`src/rtl/card_disp_pkg.sv`:
```
// Shared card codes, active-low 7-segment glyphs and FSM state type for the
// card display controller.
package card_disp_pkg;

  // Card codes as delivered by the datapath
  localparam logic [3:0] CARD_EMPTY = 4'd0;
  localparam logic [3:0] CARD_ACE   = 4'd1;
  localparam logic [3:0] CARD_TWO   = 4'd2;
  localparam logic [3:0] CARD_THREE = 4'd3;
  localparam logic [3:0] CARD_FOUR  = 4'd4;
  localparam logic [3:0] CARD_FIVE  = 4'd5;
  localparam logic [3:0] CARD_SIX   = 4'd6;
  localparam logic [3:0] CARD_SEVEN = 4'd7;
  localparam logic [3:0] CARD_EIGHT = 4'd8;
  localparam logic [3:0] CARD_NINE  = 4'd9;
  localparam logic [3:0] CARD_TEN   = 4'd10;
  localparam logic [3:0] CARD_JACK  = 4'd11;
  localparam logic [3:0] CARD_QUEEN = 4'd12;
  localparam logic [3:0] CARD_KING  = 4'd13;

  // Active-low glyphs, bit order {g,f,e,d,c,b,a}
  localparam logic [6:0] SEG_BLANK = 7'b1111111;
  localparam logic [6:0] SEG_DASH  = 7'b0111111;
  localparam logic [6:0] SEG_ACE   = 7'b0001000;
  localparam logic [6:0] SEG_TWO   = 7'b0100100;
  localparam logic [6:0] SEG_THREE = 7'b0110000;
  localparam logic [6:0] SEG_FOUR  = 7'b0011001;
  localparam logic [6:0] SEG_FIVE  = 7'b0010010;
  localparam logic [6:0] SEG_SIX   = 7'b0000010;
  localparam logic [6:0] SEG_SEVEN = 7'b1111000;
  localparam logic [6:0] SEG_EIGHT = 7'b0000000;
  localparam logic [6:0] SEG_NINE  = 7'b0010000;
  localparam logic [6:0] SEG_TEN   = 7'b1000000;
  localparam logic [6:0] SEG_JACK  = 7'b1100001;
  localparam logic [6:0] SEG_QUEEN = 7'b0011000;
  localparam logic [6:0] SEG_KING  = 7'b0001001;

  // Controller FSM states
  typedef enum logic [0:0] {
    IDLE,
    CLEAR
  } state_t;

  // Codes 0, 14 and 15 all mean "no card in this slot"
  function automatic logic card_is_empty(input logic [3:0] card);
    return (card == CARD_EMPTY) || (card > CARD_KING);
  endfunction

endpackage

```
`src/rtl/card_seg_decode.sv`:
```
// Combinational per-digit decoder: card code plus hide/blink state to an
// active-low 7-segment glyph.
module card_seg_decode
  import card_disp_pkg::*;
(
  input  logic [3:0] card,
  input  logic       hide,
  input  logic       blank_phase,
  output logic [6:0] glyph
);

  // Priority: empty, blink blank phase, face-down dash, card glyph
  always_comb begin
    glyph = SEG_BLANK;
    if (card_is_empty(card)) begin
      glyph = SEG_BLANK;
    end else if (blank_phase) begin
      glyph = SEG_BLANK;
    end else if (hide) begin
      glyph = SEG_DASH;
    end else begin
      case (card)
        CARD_ACE:   glyph = SEG_ACE;
        CARD_TWO:   glyph = SEG_TWO;
        CARD_THREE: glyph = SEG_THREE;
        CARD_FOUR:  glyph = SEG_FOUR;
        CARD_FIVE:  glyph = SEG_FIVE;
        CARD_SIX:   glyph = SEG_SIX;
        CARD_SEVEN: glyph = SEG_SEVEN;
        CARD_EIGHT: glyph = SEG_EIGHT;
        CARD_NINE:  glyph = SEG_NINE;
        CARD_TEN:   glyph = SEG_TEN;
        CARD_JACK:  glyph = SEG_JACK;
        CARD_QUEEN: glyph = SEG_QUEEN;
        CARD_KING:  glyph = SEG_KING;
        default:    glyph = SEG_BLANK;
      endcase
    end
  end

endmodule

```
`src/rtl/card_display_ctrl.sv`:
```
// Multi-channel card display controller: holds NUM_CH card codes loaded via a
// valid/ready port, blinks newly loaded cards, supports a face-down mask and a
// clear sweep, and drives one registered 7-segment digit per channel.
module card_display_ctrl
  import card_disp_pkg::*;
#(
  parameter int NUM_CH      = 6,
  parameter int PRESCALE    = 25000000,
  parameter int BLINK_TICKS = 6,
  parameter int ACTIVE_LOW  = 1
) (
  input  logic                                   clk,
  input  logic                                   reset,
  input  logic                                   ld_valid,
  input  logic [((NUM_CH > 1) ? $clog2(NUM_CH) : 1)-1:0] ld_ch,
  input  logic [3:0]                             ld_card,
  output logic                                   ld_ready,
  input  logic                                   clr,
  input  logic [NUM_CH-1:0]                      hide,
  output logic                                   busy,
  output logic [7*NUM_CH-1:0]                    seg7
);

  localparam int CH_W = (NUM_CH > 1) ? $clog2(NUM_CH) : 1;
  localparam int PS_W = $clog2(PRESCALE);
  localparam int BL_W = (BLINK_TICKS > 0) ? $clog2(BLINK_TICKS + 1) : 1;

  localparam logic [CH_W-1:0] LAST_CH    = CH_W'(NUM_CH - 1);
  localparam logic [PS_W-1:0] PS_LAST    = PS_W'(PRESCALE - 1);
  localparam logic [BL_W-1:0] BLINK_INIT = BL_W'(BLINK_TICKS);
  localparam logic [6:0]      BLANK_OUT  = (ACTIVE_LOW != 0) ? SEG_BLANK : ~SEG_BLANK;

  state_t          state;
  logic [CH_W-1:0] idx;
  logic [PS_W-1:0] ps_cnt;
  logic            tick;
  logic            accept;

  logic [3:0]      card  [NUM_CH];
  logic [BL_W-1:0] blink [NUM_CH];
  logic [6:0]      glyph [NUM_CH];

  assign tick   = (ps_cnt == PS_LAST);
  assign accept = ld_valid && ld_ready;

  // Control FSM with registered ld_ready/busy; clr is ignored mid-sweep
  always_ff @(posedge clk or posedge reset) begin
    if (reset) begin
      state    <= IDLE;
      idx      <= '0;
      ld_ready <= 1'b0;
      busy     <= 1'b0;
    end else begin
      case (state)
        IDLE: begin
          ld_ready <= 1'b1;
          busy     <= 1'b0;
          if (clr) begin
            state    <= CLEAR;
            idx      <= '0;
            ld_ready <= 1'b0;
            busy     <= 1'b1;
          end
        end
        CLEAR: begin
          if (idx == LAST_CH) begin
            state    <= IDLE;
            ld_ready <= 1'b1;
            busy     <= 1'b0;
          end else begin
            idx <= idx + 1'b1;
          end
        end
        default: begin
          state    <= IDLE;
          ld_ready <= 1'b1;
          busy     <= 1'b0;
        end
      endcase
    end
  end

  // Free-running blink prescaler, independent of loads and clears
  always_ff @(posedge clk or posedge reset) begin
    if (reset) begin
      ps_cnt <= '0;
    end else if (tick) begin
      ps_cnt <= '0;
    end else begin
      ps_cnt <= ps_cnt + 1'b1;
    end
  end

  // Card and blink storage: sweep clear, then load, then tick decrement
  always_ff @(posedge clk or posedge reset) begin
    if (reset) begin
      for (int unsigned i = 0; i < NUM_CH; i++) begin
        card[i]  <= '0;
        blink[i] <= '0;
      end
    end else begin
      for (int unsigned i = 0; i < NUM_CH; i++) begin
        if ((state == CLEAR) && (idx == CH_W'(i))) begin
          card[i]  <= '0;
          blink[i] <= '0;
        end else if (accept && (ld_ch == CH_W'(i))) begin
          card[i]  <= ld_card;
          blink[i] <= BLINK_INIT;
        end else if (tick && (blink[i] != '0)) begin
          blink[i] <= blink[i] - 1'b1;
        end
      end
    end
  end

  // One glyph decoder per channel; odd blink counts are the blank phase
  for (genvar g = 0; g < NUM_CH; g++) begin : g_dec
    card_seg_decode u_dec (
      .card       (card[g]),
      .hide       (hide[g]),
      .blank_phase(blink[g][0]),
      .glyph      (glyph[g])
    );
  end

  // Registered segment outputs with board polarity applied
  always_ff @(posedge clk or posedge reset) begin
    if (reset) begin
      seg7 <= {NUM_CH{BLANK_OUT}};
    end else begin
      for (int unsigned i = 0; i < NUM_CH; i++) begin
        seg7[7*i +: 7] <= (ACTIVE_LOW != 0) ? glyph[i] : ~glyph[i];
      end
    end
  end

endmodule

```
`config.mk`:
```
export PLATFORM = sky130hd
export DESIGN_NAME = card_display_ctrl
export DESIGN_NICKNAME = d
export VERILOG_FILES = /design/src/rtl/card_disp_pkg.sv /design/src/rtl/card_seg_decode.sv /design/src/rtl/card_display_ctrl.sv
export SDC_FILE = /design/constraint.sdc
export NUM_CORES = 1
export LEC_CHECK = 0
export BUFFER_PORTS_ARGS = -buffer_cell sky130_fd_sc_hd__buf_2
export CAP_MARGIN = 0
export CORE_MARGIN = 2
export CORE_UTILIZATION = 50
export DETAILED_ROUTE_END_ITERATION = 16
export GPL_TIMING_DRIVEN = 0
export PLACE_DENSITY_LB_ADDON = 0.25
export SETUP_SLACK_MARGIN = 0.2
export SLEW_MARGIN = 30
export SYNTH_ARGS = -nofsm -noshare
export SYNTH_HDL_FRONTEND = slang
export SYNTH_SLANG_ARGS = --single-unit
```
`constraint.sdc`:
```
create_clock -name clk -period 4.95 [get_ports clk]
set_input_delay 0.2475 -clock clk [delete_from_list [all_inputs] [get_ports clk]]
set_output_delay 0.2475 -clock clk [all_outputs]
set_load 0.03 [all_outputs]
```
==> results of run 1 <==
-- power breakdown --
| part | internal (mW) | switching (mW) |
|---|---|---|
| clock network | 0.787 | 0.417 |
| registers | 1.30 | 0.206 |
| logic | 0.733 | 1.13 |
-- critical path: stages, from the launching register on --
cell	delay, ps
sky130_fd_sc_hd__dfrtp_1	380
sky130_fd_sc_hd__ha_1	240
sky130_fd_sc_hd__nand4_1	410
sky130_fd_sc_hd__nor4b_1	850
sky130_fd_sc_hd__a211oi_1	190
sky130_fd_sc_hd__a311oi_1	270
-- flip-flops by register name (all words and copies together) (netlist names) --
name / count
blink: 18
busy: 1
card: 24
idx: 3
ld_ready: 1
ps_cnt: 25
seg7: 42
state: 1
-- synthesized netlist by cell type, types with 8 or more instances --
cell type                  number
sky130_fd_sc_hd__nand3_1       25
sky130_fd_sc_hd__o21ai_0       19
sky130_fd_sc_hd__xnor2_1       12
sky130_fd_sc_hd__dfstp_2       42
sky130_fd_sc_hd__nor3b_1        9
sky130_fd_sc_hd__and3_1         9
sky130_fd_sc_hd__a21oi_1       47
sky130_fd_sc_hd__a311oi_1      11
sky130_fd_sc_hd__nor2_1        36
sky130_fd_sc_hd__dfrtp_1       73
sky130_fd_sc_hd__o31ai_1       10
sky130_fd_sc_hd__nand2_1       94
sky130_fd_sc_hd__and2_1         9
sky130_fd_sc_hd__inv_1         44
sky130_fd_sc_hd__clkbuf_1      27
sky130_fd_sc_hd__a211oi_1      17
sky130_fd_sc_hd__mux2i_1       16
sky130_fd_sc_hd__ha_1          57
sky130_fd_sc_hd__nor4_1         8
-- logic make-up after synthesis --
logic type | after synthesis
flip-flops | 115
XOR/XNOR | 16
buffers and inverters | 75
AO/OA/AOI/OAI | 136
AND/OR/NAND/NOR | 243
multiplexers | 26
adder cells (fa/ha/maj) | 57
-- layout make-up --
cell class                      instances  area, µm²
Timing Repair Buffer                   63      347.8
Inverter                               44      172.7
Buffer                                 31      126.4
Tap cell                              172      215.2
Clock inverter                         10      105.1
Sequential cell                       115       2930
Fill cell                            1089       4970
Multi-Input combinational cell        478       3319
Clock buffer                           22      484.2
-- per-stage QoR --
step | std cells | hold WS (ps)
2_1_floorplan | 668 | 322.2
3_3_place_gp | 900 | 422.4
3_5_place_dp | 901 | 391.3
4_1_cts | 935 | 11.25
5_1_grt | 935 | 22.34
6_report | 935 | 26.65
-- metal layers --
metal | global-route usage | up-vias | part of all wire
met3 | 0.04633 | 15 | 0.045
met1 | 0.2595 | 2509 | 0.45
met5 | 0 | - | 0
li1 | - | 2541 | -
met4 | 0.07605 | 0 | 0.013
met2 | 0.3421 | 96 | 0.49
-- worst min-delay path by stage --
stage	end	slack, ps	cells past startpoint	start
final	seg7[20]$_DFF_PP1_	30	2	hide[2]
after detailed placement	seg7[8]$_DFF_PP1_	390	2	reset
after global placement	seg7[6]$_DFF_PP1_	420	2	hide[0]
after global routing	seg7[41]$_DFF_PP1_	20	2	hide[5]
after CTS	seg7[20]$_DFF_PP1_	10	2	hide[2]
after floorplan	seg7[27]$_DFF_PP1_	320	1	hide[3]
==> results.tsv, run 1 <==
metric	value	unit
fraction of synthesized cell area taken by the top area cell type	0.2799	
final critical path time including I/O delays and setup	2426	ps
most used cells in the layout excluding fill and tap cells	94 x sky130_fd_sc_hd__nand2_1, 73 x sky130_fd_sc_hd__dfrtp_1, 62 x sky130_fd_sc_hd__buf_2	
max-cap check violation count	0	
number of antenna violations at the first check in global routing	0	
wirelength, routed	13730	µm
worst slack, placed	2535	ps
global-route wire length before repair	23380	µm
height of the die	118.2	µm
top cells by area in the synthesized netlist	sky130_fd_sc_hd__dfrtp_1 28%, sky130_fd_sc_hd__dfstp_2 17%, sky130_fd_sc_hd__ha_1 11%, sky130_fd_sc_hd__nand2_1 5.4%, sky130_fd_sc_hd__a21oi_1 3.6%	
DRT antenna net count	0	
total gr overflow	0	
fraction of synthesized cell area in xor and xnor cells	0.02147	
Port Buffers	60	
Adder-Cell Fraction of Synth Area	0.1093	
layout cells sized above 1	0.2058	
post-layout util	0.6078	
Pwr Total	4.577	mW
cells after synthesis	668	
Max H-tree Level	4	
Lkg Pwr	3.180	nW
total half-perimeter wirelength after legalization and detailed placement	9533	µm
fmax	412.2	MHz
result of the run	finished clean	
clock tree sinks	115	
post-CTS resize count	0	
DRT iter0 DRCs	345	
Yosys Warn Count	0	
part of the Yosys area used for sequential elements	0.4490	
max-slew violations	0	
ant diodes	0	
Max Root-Sink Buffers	2	
first element of the critical path	ps_cnt[0]$_DFF_PP0_	
category of the most critical setup path	reg -> reg	
peak fanout along the critical path	8	
flop and latch count out of synthesis	115	
DIE AREA	13980	µm²
area after detailed placement	7081	µm²
detailed-routing iteration count for the pre-antenna-repair pass	4	
post-synthesis cell type count	52	
data arrival at the endpoint of the critical path	2750	ps
root cell of the clock tree	sky130_fd_sc_hd__clkbuf_16	
length in cells of the worst reg-to-reg path	5	
kind of capture point of the worst setup path	register	
multiplexer share of the synthesized area	0.05215	
routed length per instance	14.69	µm
Pwr Density	594.4	nW/µm²
synthesized-area fraction occupied by and/or/nand/nor cells	0.1888	
final worst clock skew	7.761	ps
Post-synth ARST share	1.000	
clock slew seen by the registers of the worst setup and hold paths	60	ps
RSZ-0062 raised after global routing	no	
Worst-Margin Slew	832.7	ps
RD Place Congestion	0.8498	
number of standard-cell rows in the floorplan	41	
required time worst endpoint	5270	ps
number of enable-type register cells in the synthesized netlist	0	
final setup fails	0	
hold bufs inserted after CTS	2	
post-synth design cell area	6526	µm²
P&R area growth vs syn	18.00	%
IO Count	61	
worst slew margin relative to its limit	0.4435	
x dimension of the die	118.2	µm
placeable core area	12670	µm²
number of clock buffers inserted by TritonCTS	17	
Synthesized Nets	742	
capture instance of the worst register-to-register path	blink[17]$_DFFE_PP0P_	
reg-to-reg slack, setup	2520	ps
maximum number of pins on one net before global-route repair	96	
GRT Resource Usage Total	0.2048	
Final Net Count	824	
Post-route DRC	0	
Synth Area per Inst	9.770	µm²
crit path launch type	register	
Sum Neg Setup Slack	0	ps
detail-routed via count per cell	5.520	
dominant combinational cell family by area after synthesis	simple AND/OR/NAND/NOR gates	
worst hold path type	in -> reg	
clock network latency to the later pin of the worst-skew pair	420	ps
clock tree from TritonCTS	built	
peak ir drop on the vdd network	281.0	µV
worst r2r src	ps_cnt[0]$_DFF_PP0_	
area of all placed cells without fillers	7701	µm²
most common library cell in the layout ignoring fill and taps	sky130_fd_sc_hd__nand2_1	
top_reg_cell synth	sky130_fd_sc_hd__dfrtp_1	
post-synth top area cell	sky130_fd_sc_hd__dfrtp_1	
number of setup buffers added after CTS	0	
Via Count	5161	
worst setup slack after layout	2524	ps
final clock period utilization by the worst path	0.4901	
number of global-route vias before repair	5039	
Starting Density	0.5151	
Synth Area in Compound Gates	0.1346	
capture point of the critical path	blink[17]$_DFFE_PP0P_	
final hold vios	0	
Note: power is estimated with default switching activity, not from simulation.
==> run 2: changes to the inputs <==
==> constraint.sdc (replaced) <==
create_clock -name clk -period 2.5 [get_ports clk]
set_input_delay 0.125 -clock clk [delete_from_list [all_inputs] [get_ports clk]]
set_output_delay 0.125 -clock clk [all_outputs]
set_load 0.03 [all_outputs]
==> run 2 against run 1 <==
Register-to-register slack worse by 2200 ps. Die area unchanged. Total power increased by 98%. Critical endpoint is now ps_cnt[24]$_DFF_PP0_. Highest routed layer unchanged. Via count rose by 1.5%. Clock skew down 0.85 ps. Maximum frequency up 9.5%.
==> results.tsv, run 2 (same netlist as run 1, synthesis figures left out) <==
metric	value	unit	change
RSZ-0062 raised after global routing	yes		
P&R area growth vs syn	21.91	%	
placeable core area	12670	µm²	unchanged
data arrival at the endpoint of the critical path	2500	ps	-250 ps
ant diodes	0		unchanged
Sum Neg Setup Slack	0	ps	unchanged
DRT antenna net count	0		unchanged
number of standard-cell rows in the floorplan	41		unchanged
final worst clock skew	6.910	ps	-0.8511 ps
Final Net Count	839		+1.8%
clock slew seen by the registers of the worst setup and hold paths	50	ps	about the same
post-layout util	0.6279		+0.02014
largest registers	seg7: 42 flops, ps_cnt: 25 flops, card: 24 flops		
detail-routed via count per cell	5.516		about the same
fillers	1030		-5.4%
Post-route DRC	0		unchanged
number of clock buffers inserted by TritonCTS	17		unchanged
kind of capture point of the worst setup path	register		
max-slew violations	0		unchanged
clock network latency to the later pin of the worst-skew pair	410	ps	about the same
clock tree sinks	115		unchanged
global-route wire length before repair	24380	µm	+4.3%
most used cells in the layout excluding fill and tap cells	94 x sky130_fd_sc_hd__nand2_1, 73 x sky130_fd_sc_hd__dfrtp_1, 61 x sky130_fd_sc_hd__buf_2		
number of antenna violations at the first check in global routing	0		unchanged
routed length per instance	15.12	µm	+2.9%
final hold vios	0		unchanged
most common library cell in the layout ignoring fill and taps	sky130_fd_sc_hd__nand2_1		
category of the most critical setup path	reg -> reg		
DRT iter0 DRCs	329		-4.6%
DIE AREA	13980	µm²	unchanged
maximum number of pins on one net before global-route repair	31		-68%
max-cap check violation count	0		unchanged
final setup fails	0		unchanged
RD Place Congestion	0.8484		-0.16%
crit path launch type	register		
worst hold path type	in -> reg		
clock tree from TritonCTS	built		
detailed-routing iteration count for the pre-antenna-repair pass	5		+1
final critical path time including I/O delays and setup	2215	ps	-211.4 ps
total gr overflow	0		unchanged
Max H-tree Level	4		unchanged
worst path buffer plus inverter count	1		+1
wirelength, routed	14370	µm	+4.6%
number of flip-flops in the largest register	42		unchanged
Worst-Margin Slew	845.1	ps	+12.39 ps
Max Root-Sink Buffers	2		unchanged
worst slew margin relative to its limit	0.4323		-0.01119
critical path cell sequence	or4b_1 -> or4_4 -> nor3_4 -> buf_4 -> a21oi_1		
Starting Density	0.5151		unchanged
Pwr Density	1141	nW/µm²	+92%
x dimension of the die	118.2	µm	unchanged
Lkg Pwr	3.284	nW	+3.3%
height of the die	118.2	µm	unchanged
IO Count	61		unchanged
number of global-route vias before repair	5180		+2.8%
fmax	451.6	MHz	+9.5%
peak ir drop on the vdd network	674.0	µV	+140%
final clock period utilization by the worst path	0.8858		+0.3957
root cell of the clock tree	sky130_fd_sc_hd__clkbuf_16		
family of cells with the greatest summed delay on the critical path	simple AND/OR/NAND/NOR gates		
Hold Slack	48.56	ps	+21.91 ps
layout cells sized above 1	0.2262		+0.02045
highest-delay cell along the critical path	sky130_fd_sc_hd__or4b_1		
peak fanout along the critical path	5		-3
required time worst endpoint	2790	ps	-2480 ps
result of the run	finished clean		
critical path's largest stage delay	620	ps	-230 ps
Via Count	5240		+1.5%
Port Buffers	60		unchanged
GRT Resource Usage Total	0.2146		+0.009775
total half-perimeter wirelength after legalization and detailed placement	10050	µm	+5.5%
Most flops, register	seg7		
run 2: worst reg2reg max path, stage by stage, from the launching register on:
cell and delay [ps]:
sky130_fd_sc_hd__dfrtp_1 400, sky130_fd_sc_hd__or4b_1 620, sky130_fd_sc_hd__or4_4 570, sky130_fd_sc_hd__nor3_4 250, sky130_fd_sc_hd__buf_4 200, sky130_fd_sc_hd__a21oi_1 50
run 2: area by class of cell:
| cell class | instances | area (µm²) | share of cell area |
|---|---|---|---|
| Buffer | 31 | 130.1 | 0.01635 |
| Clock buffer | 29 | 550.5 | 0.06919 |
| Multi-Input combinational cell | 478 | 3423 | 0.4303 |
| Sequential cell | 115 | 2930 | 0.3683 |
| Tap cell | 172 | 215.2 | 0.02705 |
| Inverter | 44 | 168.9 | 0.02123 |
| Clock inverter | 3 | 17.52 | 0.002202 |
| Timing Repair Buffer | 78 | 520.5 | 0.06542 |
run 2: what timing repair did:
item / CTS / global route
hold buffers: 8 / 0
resized for setup: 8 / 12
pin swaps: 2 / 1
endpoints found under the hold margin: 39 / 0
buffers inserted: 3 / 3
endpoints found under the setup margin: 29 / 25
run 2: metrics by stage:
stage | area [µm²] | std cells | total power, mW | worst slack (ps)
6_report | 7956 | 950 | 9.078 | 285.4
5_1_grt | 7956 | 950 | 9.710 | 130.8
4_1_cts | 7859 | 947 | 9.060 | 162.0
3_5_place_dp | 7144 | 904 | 6.708 | 35.72
3_3_place_gp | 7046 | 900 | 6.494 | 5.218
2_1_floorplan | 6530 | 668 | 5.801 | 441.8
run 2: per-layer routing:
| layer | vias up | track usage | wire length [µm] |
|---|---|---|---|
| met4 | 0 | 0.09111 | 257 |
| met3 | 26 | 0.04971 | 712 |
| met1 | 2510 | 0.2709 | 6374 |
| met2 | 133 | 0.3533 | 7021 |
| met5 | - | 0 | 0 |
| li1 | 2571 | - | - |
run 2: path summary, 6_finish.rpt:
kind | from | end | slack [ps] | cells after the start
worst max-delay path | ps_cnt[17]$_DFF_PP0_ | ps_cnt[24]$_DFF_PP0_ | 290 | 5
worst min-delay path | ld_card[1] | card[21]$_DFFE_PP0P_ | 50 | 3
worst max register to register | ps_cnt[17]$_DFF_PP0_ | ps_cnt[24]$_DFF_PP0_ | 290 | 5
worst min register to register | ps_cnt[23]$_DFF_PP0_ | ps_cnt[23]$_DFF_PP0_ | 490 | 1
max in group asynchronous | reset | seg7[35]$_DFF_PP1_ | 1450 | 5
min in group asynchronous | reset | ps_cnt[13]$_DFF_PP0_ | 290 | 3
run 2: report_power, final:
part / internal [mW] / total, mW / switching [mW]
Clock: 1.47 / 2.27 / 0.794
Combinational: 1.50 / 3.81 / 2.32
Sequential: 2.58 / 3.00 / 0.416
Total: 5.55 / 9.08 / 3.53
